## src/rtl/selec_capture.sv

```systemverilog
// Three-channel frame capture from a time-multiplexed sample stream.
// Frames are assembled in shadow registers and published atomically on the index-2 sample.
module selec_capture #(
  parameter int unsigned DATA_W = 12
) (
  input  logic              clk,
  input  logic              rst,
  input  logic              sample_valid,
  input  logic [1:0]        selec_mux,
  input  logic [DATA_W-1:0] sample_in,
  output logic [DATA_W-1:0] ch0,
  output logic [DATA_W-1:0] ch1,
  output logic [DATA_W-1:0] ch2,
  output logic              frame_valid,
  output logic              seq_error,
  output logic [7:0]        err_count,
  input  logic              clr_err
);

  typedef enum logic [1:0] {
    EXP0,
    EXP1,
    EXP2
  } state_t;

  state_t state_q, state_d;

  logic [DATA_W-1:0] shadow0_q, shadow0_d;
  logic [DATA_W-1:0] shadow1_q, shadow1_d;
  logic [DATA_W-1:0] ch0_q, ch0_d;
  logic [DATA_W-1:0] ch1_q, ch1_d;
  logic [DATA_W-1:0] ch2_q, ch2_d;
  logic              frame_valid_q, frame_valid_d;
  logic              seq_error_q, seq_error_d;
  logic [7:0]        err_count_q, err_count_d;

  always_ff @(posedge clk) begin
    if (rst) begin
      state_q       <= EXP0;
      shadow0_q     <= '0;
      shadow1_q     <= '0;
      ch0_q         <= '0;
      ch1_q         <= '0;
      ch2_q         <= '0;
      frame_valid_q <= 1'b0;
      seq_error_q   <= 1'b0;
      err_count_q   <= '0;
    end else begin
      state_q       <= state_d;
      shadow0_q     <= shadow0_d;
      shadow1_q     <= shadow1_d;
      ch0_q         <= ch0_d;
      ch1_q         <= ch1_d;
      ch2_q         <= ch2_d;
      frame_valid_q <= frame_valid_d;
      seq_error_q   <= seq_error_d;
      err_count_q   <= err_count_d;
    end
  end

  always_comb begin
    state_d       = state_q;
    shadow0_d     = shadow0_q;
    shadow1_d     = shadow1_q;
    ch0_d         = ch0_q;
    ch1_d         = ch1_q;
    ch2_d         = ch2_q;
    frame_valid_d = 1'b0;
    seq_error_d   = 1'b0;

    if (sample_valid) begin
      if (selec_mux == 2'd3) begin
        seq_error_d = 1'b1;
        state_d     = EXP0;
      end else begin
        case (state_q)
          EXP0: begin
            if (selec_mux == 2'd0) begin
              shadow0_d = sample_in;
              state_d   = EXP1;
            end else begin
              seq_error_d = 1'b1;
              state_d     = EXP0;
            end
          end
          EXP1: begin
            if (selec_mux == 2'd1) begin
              shadow1_d = sample_in;
              state_d   = EXP2;
            end else if (selec_mux == 2'd0) begin
              // An unexpected index 0 is treated as the start of a new frame.
              seq_error_d = 1'b1;
              shadow0_d   = sample_in;
              state_d     = EXP1;
            end else begin
              seq_error_d = 1'b1;
              state_d     = EXP0;
            end
          end
          EXP2: begin
            if (selec_mux == 2'd2) begin
              ch0_d         = shadow0_q;
              ch1_d         = shadow1_q;
              ch2_d         = sample_in;
              frame_valid_d = 1'b1;
              state_d       = EXP0;
            end else if (selec_mux == 2'd0) begin
              seq_error_d = 1'b1;
              shadow0_d   = sample_in;
              state_d     = EXP1;
            end else begin
              seq_error_d = 1'b1;
              state_d     = EXP0;
            end
          end
          default: state_d = EXP0;
        endcase
      end
    end

    // Clear wins over the old count, but an error in the same cycle still counts.
    if (clr_err) begin
      err_count_d = seq_error_d ? 8'd1 : 8'd0;
    end else if (seq_error_d && (err_count_q != '1)) begin
      err_count_d = err_count_q + 8'd1;
    end else begin
      err_count_d = err_count_q;
    end
  end

  assign ch0         = ch0_q;
  assign ch1         = ch1_q;
  assign ch2         = ch2_q;
  assign frame_valid = frame_valid_q;
  assign seq_error   = seq_error_q;
  assign err_count   = err_count_q;

endmodule

```

## config.mk

```make
export PLATFORM = sky130hd
export DESIGN_NAME = selec_capture
export DESIGN_NICKNAME = d
export VERILOG_FILES = /design/src/rtl/selec_capture.sv
export SDC_FILE = /design/constraint.sdc
export NUM_CORES = 1
export LEC_CHECK = 0
export CAP_MARGIN = 5
export CORE_MARGIN = 10
export CORE_UTILIZATION = 44
export CTS_CLUSTER_DIAMETER = 120
export CTS_CLUSTER_SIZE = 8
export DETAILED_ROUTE_END_ITERATION = 10
export PLACE_DENSITY = 0.76
export SLEW_MARGIN = 20
export SYNTH_ARGS = -nofsm -noshare
export SYNTH_HDL_FRONTEND = slang
export SYNTH_SLANG_ARGS = --single-unit
```

## constraint.sdc

```tcl
create_clock -name clk -period 1.56 [get_ports clk]
set_clock_uncertainty 0.1 [all_clocks]
set_input_delay 0.156 -clock clk [delete_from_list [all_inputs] [get_ports clk]]
set_output_delay 0.156 -clock clk [all_outputs]
set_load 0.1 [all_outputs]
```

==> flow_summary_export.csv <==
group,metric,value,unit
grt,grt_pass1_wl,11670,microns
layout,multi_input_area,1237,sq um
route,drt-wirelength-per-cell,15.70,microns
route,drt_iter0_drc,95,
critical_path,critPathTopFamily,"simple AND/OR/NAND/NOR gates",
die,io_pins,64,
synth,synth_ff_type,"dfxtp_1",
grt,grt_overflow,0,
synth,yosys-top-cells-area,"dfxtp_1 (53%), nand2_1 (11%), mux2i_1 (9.6%)",
clocking,insertion_delay,330,ps
synth,ys_ff_latch,72,
synth,synthesis.nets,325,
pwr,switching_share,23.63,%
clocking,cts_max_level,3,
die,dieArea,9681,sq um
grt,grt_pass1_vias,2392,
clocking,cts_tree,"built",
layout,fillers,458,
synth,synth_area,2704,sq um
pwr,power_density,817.4,nW/um^2
critical_path,startpoint_type,"flop",
clocking,clock_path_buffers,2,
route,drt_wl_total,7191,microns
grt,grt_start_max_net_pins,57,
run,drv_cap,0,
clocking,cts.sinks,72,
timing,finalHoldViolations,0,
layout,diodes,0,
status,outcome,"complete, but fails checks",
timing,worst_slack,-30.87,ps
critical_path,path_buf_inv,1,
pwr,vdd.ir_drop.worst,0.6637,mV
route,via_per_inst,5.207,
min_path,min_from,"rst",
timing,drv_slew,0,
die,die_w,98.39,microns
timing,post-route-period-util,102.0,%
clocking,cts_root_buffer,"clkbuf_8",
timing,max_freq,628.6,MHz
die,start_util,45.40,%
timing,hold_ws,77.08,ps
synth,synth_top_area_share,53.31,%
clocking,path_clk_slew,70,ps
critical_path,startpoint,"state_q[1]",
placement,io_buffers,63,
route,first_pass_iters,4,
timing,fin_crit,1591,ps
critical_path,crit_required,1680,ps
min_path,min_path_type,"in -> reg",
synth,synth_cell_types,33,
synth,ys_seq_area_share,53.31,%
pwr,leakagePower,1.590,nW
placement,gp_congestion,0.7865,
timing,relSlewSlack,73.92,%
timing,worst_pin_slew,387.7,ps
die,core,5956,sq um
layout,nets,397,
critical_path,cpPeakStageDelay,550,ps
placement,dp_hpwl,5229,microns
synth,ys_warn_count,0,
synth,synthArstFlopShare,0,%
synth,synth_commonest_cells,"nand2_1 (81), dfxtp_1 (72), a21oi_1 (40)",
route,drcViolationCount,0,
critical_path,critical_path.max_fanout,6,
grt,antenna_found_initial,0,
timing,setup_viol,6,
layout,regArea,1474,sq um
route,num_vias,2385,
synth,yosys.area.top_type,"dfxtp_1",
layout,layout-drive-gt1-share,26.89,%
pwr,power_switching,0.0008228,W
critical_path,path_cells,"or4_4, o2111ai_4, buf_4, nor2_1, mux2i_1",
timing,rsz0062_at_grt,"yes",
synth,synth-edff-count,0,
placement,place_ws,-431.3,ps
critical_path,worstPathArrival,1710,ps
synth,yosysMostFrequentCell,"nand2_1",
critical_path,critPathCaptureType,"flop",
status,failed_checks,"setup timing",
critical_path,slowest_stage,"or4_4",
die,rows,28,
route,ant_nets,0,
grt,grt_use_total,14.57,%
die,die_h,98.39,microns
synth,synth.avg_cell_area,8.836,sq um
pwr,p_int,0.002658,W
clocking,hold_buffers,0,
pwr,clock_power_share,39.8,%
critical_path,critical_path_class,"reg -> reg",
pwr,comb_power_share,6.9,%
synth,syn_inst,306,
clocking,cts_buffers,9,
clocking,cts_setup_buffers,0,
pwr,seqPwrFrac,53.4,%
critical_path,r2r_start,"state_q[1]",
layout,syn2layout_area_growth,57.52,%
[registers in the layout (all words and copies together) (netlist names)]
| signal | cells |
|---|---|
| ch0 | 12 |
| shadow1_q | 12 |
| seq_error | 1 |
| ch2 | 12 |
| state_q | 2 |
| ch1 | 12 |
| shadow0_q | 12 |
| err_count | 8 |
| frame_valid | 1 |
[path summary, 6_finish.rpt]
path	slack, ps	cells after the start	endpoint
min reg2reg	360	2	ch1[11]
max	-30	5	err_count[1]
max reg2reg	-30	5	err_count[1]
min	80	2	frame_valid
[cell type report]
class	count	share of cell area, %
multi-input combinational	214	29.05
tap	75	2.203
inverter	3	0.2644
sequential	72	34.61
clock inverter	5	0.6757
clock buffer	11	3.819
timing repair buffer	78	29.38
[power by group through the flow]
stage	clock, W	combinational (W)	sequential (W)
floorplan	0	0.0000857	0.00193
detailed placement	0	0.000237	0.00190
CTS	0.00142	0.000239	0.00186
finish	0.00138	0.000239	0.00186
global route	0.00148	0.000254	0.00186
global placement	0	0.000232	0.00190
[placed cells by master, fill, tap and decap left out, types with 2 or more instances in the layout]
| cell | n |
|---|---|
| a21oi_1 | 39 |
| buf_12 | 50 |
| buf_4 | 10 |
| clkbuf_8 | 10 |
| clkdlybuf4s50_1 | 15 |
| clkinv_2 | 4 |
| dfxtp_1 | 62 |
| dfxtp_2 | 2 |
| dfxtp_4 | 8 |
| inv_1 | 3 |
| mux2i_1 | 26 |
| nand2_1 | 80 |
| nand2b_1 | 2 |
| nand3_1 | 3 |
| nand3b_1 | 2 |
| nor2_1 | 32 |
| nor3_4 | 3 |
| o31ai_1 | 2 |
| or3_1 | 2 |
[kinds of logic (layout without fill, tap and decap cells)]
| logic type | count (synthesis) | in the layout | share of synthesized area (%) |
|---|---|---|---|
| multiplexers | 26 | 26 | 9.625 |
| buffers and inverters | 20 | 97 | 3.054 |
| flip-flops | 72 | 72 | 53.31 |
| AND/OR/NAND/NOR | 135 | 135 | 21.61 |
| AO/OA/AOI/OAI | 52 | 52 | 11.94 |
| adder cells (fa/ha/maj) | 1 | 1 | 0.4627 |
[layer usage]
| metal | GRT usage (%) | vias up | wire, microns | part of all wire (%) |
|---|---|---|---|---|
| met3 | 6.906 | 7 | 584 | 8.1 |
| met4 | 5.843 | 0 | 95 | 1.3 |
| met1 | 14.82 | 1152 | 2836 | 39 |
| met2 | 25.16 | 54 | 3674 | 51 |
| li1 | - | 1172 | - | - |
| met5 | 0 | - | 0 | 0 |
[per-stage QoR]
stage | setup TNS (ps) | power (W) | std cells | area, sq um | utilization (%)
final | -87.12 | 0.003481 | 458 | 4259 | 71.51
after global routing | -1178 | 0.003597 | 458 | 4259 | 71.51
after CTS | -87.00 | 0.003513 | 458 | 4244 | 71.26
after detailed placement | -19480 | 0.002137 | 442 | 4043 | 67.88
after global placement | -16240 | 0.002131 | 442 | 4043 | 67.88
after floorplan | -239.6 | 0.002013 | 306 | 2765 | -
[worst reg2reg max path, delay by kind of cell (launching register included)]
family	cells	cell delay, ps
AND/OR/NAND/NOR	2	610
flip-flops	1	330
buffers and inverters	1	180
multiplexers	1	130
AO/OA/AOI/OAI	1	120
[what timing repair did]
item                                    CTS  global route
endpoints found under the setup margin   17            21
resized for setup                         5             4
pin swaps                                 3             1
hold endpoints to repair                  0             0
Power figures use the tool's default switching activity.
==> RTL edit 1 (same settings) <==
Make the reset (`rst`) asynchronous in one clocked block.
--- a/src/rtl/selec_capture.sv
+++ b/src/rtl/selec_capture.sv
@@ -35,5 +35,5 @@
   logic [7:0]        err_count_q, err_count_d;
 
-  always_ff @(posedge clk) begin
+  always_ff @(posedge clk or posedge rst) begin
     if (rst) begin
       state_q       <= EXP0;
Check against the original RTL: differs if rst is asserted again (counterexample within 4 cycles, from zero or initial values and one cycle with rst high); with rst held inactive, the same outputs for 4 cycles.
==> RTL edit 1 against the original RTL <==
The run still ends with setup timing left; wire length is 14% higher; design area grew 15%; synthesized area grew 7.0%; synthesized cell count fell by 37%; worst setup slack worse by 0.17 ns; sequential cell count unchanged; highest routed layer unchanged.
Power is not compared: it rests on default switching activity, and its combinational part moved more than twofold at a synthesized area within 25%.
==> RTL edit 1: results <==
set metrics [dict create \
    status "finished, violations left" \
    violations "setup timing" \
    fin_ws_ns -0.204 \
    cp.arrival_ns 1.88 \
    clk_latency_ns 0.34 \
    yosysUniqueCellTypes 35 \
    dpl.hpwl_um 4770 \
    grt_pass1_wl_um 12800 \
    grtUsageTotal_pct 16.3 \
    async_reset_ff_share_pct 100 \
    regToRegStartpoint "state_q[1]" \
    dr_wl_met2_um 4210 \
    antenna_found_initial 0 \
    grt_pass1_vias 2276 \
    hold_slack_ns 0.136 \
    worstHoldPathType "in -> async" \
    fin_nets 317 \
    reg2reg_depth 6 \
    drt_iter0_drc 76 \
    cts_buffers 9 \
    yosys_warnings 0 \
    syn_nets 213 \
    wl_per_cell_um 21.8 \
    gp_congestion 0.730 \
    synthTopCellsByArea "dfrtp_1 (62%), mux2_2 (23%), buf_6 (1.6%), mux2_1 (1.2%), or4_1 (1.0%)" \
    synth_ff_type "dfrtp_1" \
    synth_commonest_cells "dfrtp_1 (72), mux2_2 (58), inv_1 (7), nand2_1 (6)" \
    slew_headroom_pct 75.7 \
    path_max_fanout 5 \
    met3_length_um 570 \
    fillers 347 \
    final_layout_size_suffix_gt1_share_pct 63.1 \
    grt_max_degree 50 \
    setup_viol 69 \
    dr.pass1.iters 5 \
    r2r_end "err_count[6]" \
    max_stage_delay_ns 0.58 \
    yosysSeqAreaShare_pct 62.3 \
    slowest_stage "or4_4" \
    wl_met1_um 3320 \
    vias 2044 \
]
-- RTL edit 1: cell types whose count changed after synthesis, moves of 4 or more --
cell	before	now
nand2_1	81	6
dfxtp_1	72	0
mux2_2	0	58
mux2i_1	26	1
dfrtp_1	0	72
inv_1	3	7
buf_6	0	4
a21oi_1	40	4
nor3_2	4	0
nor2_1	33	4
clkbuf_1	13	1
-- RTL edit 1: metal layers --
metal  vias to the layer above  global-route usage, %
met1                      1054                   19.2
met5                         -                      0
met4                         0                   6.11
li1                        913                      -
met3                         8                   6.45
met2                        69                   26.3
-- RTL edit 1: timing repair --
action	in CTS	in global routing
cloned	7	1
setup endpoints to repair	66	69
hold endpoints to repair	0	0
hold buffers	0	0
gates resized for setup	32	20
setup buffers	4	3
pin swaps	5	4
-- RTL edit 1: final cells by class --
| class | instances | share of cell area, % |
|---|---|---|
| flip-flops and latches | 72 | 37.4 |
| repair buffers | 100 | 31.7 |
| multi-input cells | 108 | 24.3 |
| clock buffers | 11 | 3.09 |
| well taps | 77 | 1.97 |
| clock inverters | 3 | 0.869 |
| inverters | 7 | 0.613 |
-- RTL edit 1: metrics by stage --
stage | setup TNS (ns) | instance area (um2) | std cells | setup WS [ns]
floorplan | -0.829 | 2970 | 194 | -0.226
global placement | -22.14 | 4300 | 352 | -0.426
detailed placement | -23.85 | 4300 | 352 | -0.498
CTS | -6.28 | 4840 | 377 | -0.180
global route | -9.47 | 4900 | 378 | -0.249
finish | -6.45 | 4900 | 378 | -0.204
-- RTL edit 1: power breakdown --
group          internal [mW]  switching [mW]  total (mW)
clock network          0.806           0.676        1.48
registers               2.17           0.262        2.43
logic                  0.924            1.35        2.27
-- RTL edit 1: how the worst max path moves through the flow --
stage	end	slack, ns	depth (start not counted)
floorplan	err_count[5]	-0.23	5
global placement	err_count[5]	-0.43	5
detailed placement	err_count[5]	-0.50	5
CTS	err_count[5]	-0.18	4
global route	err_count[6]	-0.25	6
finish	err_count[6]	-0.20	6
-- RTL edit 1: logic make-up after synthesis --
kind of cell / count (synthesis) / share of synthesized area (%)
multiplexers: 62 / 24.1
AND/OR/NAND/NOR: 29 / 5.75
flip-flops: 72 / 62.3
AO/OA/AOI/OAI: 15 / 4.19
buffers and inverters: 15 / 3.29
adder cells (fa/ha/maj): 1 / 0.432
-- RTL edit 1: worst max-delay path: cells and delay by family, from the launching register on --
kind	cells	cell delay [ns]
buffers and inverters	2	0.20
flip-flops	1	0.41
AO/OA/AOI/OAI	3	0.35
AND/OR/NAND/NOR	1	0.58
==> RTL edit 2 (same settings) <==
Made on the original files. `DATA_W`: 12 -> 18.
--- a/src/rtl/selec_capture.sv
+++ b/src/rtl/selec_capture.sv
@@ -2,5 +2,5 @@
 // Frames are assembled in shadow registers and published atomically on the index-2 sample.
 module selec_capture #(
-  parameter int unsigned DATA_W = 12
+  parameter int unsigned DATA_W = 18
 ) (
   input  logic              clk,
Interface: changed (resized ch0, ch1, ch2 and sample_in); port bits go from 64 to 88. The function was not compared with the original's and may differ.
==> RTL edit 2 against the original RTL <==
The flow still finishes with violations (setup timing); non-clock buffer count up 42; total power up 36%; via count up 47%; critical path depth unchanged; wire length up 55%; design area up 40%; fmax down 4.2%; synthesized area up 36%; final cell count up 47%; worst setup slack worse by 0.069 ns; clock power up 30%; count of clock-buffer cells in the layout down 2; sequential cell count up 30; critical path type unchanged; largest cell class unchanged.
==> RTL edit 2: results <==
set metrics [dict create \
    status "finished, violations left" \
    violations "setup timing" \
    fin_nets 587 \
    clk_latency_ns 0.36 \
    grt_pass1_vias 3510 \
    gp_congestion 0.822 \
    p_leak_nw 2.08 \
    hold_slack_ns 0.0957 \
    yosysSeqAreaShare_pct 55.4 \
    slowest_stage "dfxtp_2" \
    fin_ws_ns -0.100 \
    r2r_end "err_count[4]" \
    syn_nets 486 \
    vias_per_cell 5.21 \
    antenna_found_initial 0 \
    final_layout_size_suffix_gt1_share_pct 26.6 \
    max_stage_delay_ns 0.35 \
    fillers 540 \
    drt_iter0_drc 225 \
    grt_max_degree 95 \
    regToRegStartpoint "state_q[1]" \
    hold_depth 4 \
    cts_buffers 9 \
    min_to "err_count[6]" \
    worstHoldPathType "in -> reg" \
    cp.arrival_ns 1.84 \
    clkTransAtPathRegs_ns 0.11 \
    tightest_slew_ns 0.408 \
    numPortBuffers 87 \
    grtUsageTotal_pct 16.3 \
    async_reset_ff_share_pct 0 \
    grt_pass1_wl_um 17100 \
    synthTopCellsByArea "dfxtp_1 (55%), nand2_1 (19%), a21oi_1 (13%), clkbuf_1 (1.5%), buf_2 (0.95%)" \
    peakVddDrop_v 0.000958 \
    synth_commonest_cells "nand2_1 (191), dfxtp_1 (102), a21oi_1 (95), clkbuf_1 (15)" \
    dr.pass1.iters 5 \
    drt_wl_total_um 11100 \
    dpl.hpwl_um 7290 \
    yosysUniqueCellTypes 35 \
    setup_viol 37 \
    path_max_fanout 5 \
    yosys_warnings 0 \
    regArea_um2 2070 \
]
-- RTL edit 2: cell count changes after synthesis, moves of 7 or more --
cell / change
buf_1: +7
mux2i_1: -25
dfxtp_1: +30
a21oi_1: +55
nand2_1: +110
nor2_1: -26
-- RTL edit 2: power breakdown --
part	switching (mW)	internal (mW)	total, mW
logic	0.187	0.145	0.332
registers	0.0151	2.62	2.63
clock network	0.995	0.791	1.79
total	1.20	3.55	4.75
-- RTL edit 2: cell families (layout without fill, tap and decap cells) --
kind of cell	Yosys count	after routing	synth area share [%]
DFF	102	102	55.4
and+or+nand+nor	216	216	23.9
muxes	1	1	0.272
adders and majority gates	1	1	0.339
xor gates and xnor gates	3	3	0.713
buffers and inverters	32	138	3.70
AOI/OAI and AO/OA	106	106	15.6
-- RTL edit 2: repair_timing --
item | CTS | global route
pin swaps | 5 | 8
cloned | 0 | 3
endpoints found under the hold margin | 0 | 0
buffers inserted | 3 | 4
setup endpoints to repair | 5 | 62
gates resized for setup | 6 | 23
-- RTL edit 2: worst max path at each step --
stage | start | to | slack [ns] | cells after the start
finish | state_q[1] | err_count[4] | -0.1 | 5
global route | state_q[1] | err_count[4] | -0.15 | 5
CTS | err_count[1] | err_count[5] | -0.06 | 6
detailed placement | selec_mux[0] | err_count[4] | -0.42 | 6
global placement | selec_mux[0] | err_count[4] | -0.31 | 6
floorplan | err_count[0] | err_count[5] | -0.25 | 5
-- RTL edit 2: per-stage QoR --
step                      TNS (ns)  instances  setup WS (ns)  util [%]  instance area (um2)
after floorplan              -1.09        461         -0.246         -                 3730
after global placement      -21.70        646         -0.313      67.2                 5500
after detailed placement    -26.62        646         -0.416      67.2                 5500
after CTS                   -0.165        665        -0.0562      70.5                 5760
after global routing         -4.15        672         -0.146      73.0                 5970
final                        -1.21        672         -0.100      73.0                 5970
-- RTL edit 2: layer usage --
metal	vias up	part of all wire [%]	global-route usage [%]
li1	1712	-	-
met3	15	7.0	4.51
met2	123	52	28.5
met5	-	0	0
met4	0	1.6	5.66
met1	1650	39	18.6
-- RTL edit 2: worst max-delay path: cells and delay by family, from the launching register on --
kind | cells | cell delay, ns
and+or+nand+nor | 3 | 0.74
AOI/OAI and AO/OA | 2 | 0.39
DFF | 1 | 0.35
-- RTL edit 2: final cells by class --
| type | instances | area share (%) |
|---|---|---|
| multi-input combinational | 327 | 27.3 |
| inverter | 2 | 0.126 |
| tap | 105 | 2.20 |
| clock buffer | 9 | 2.07 |
| clock inverter | 7 | 1.68 |
| timing repair buffer | 120 | 31.9 |
| sequential | 102 | 34.7 |
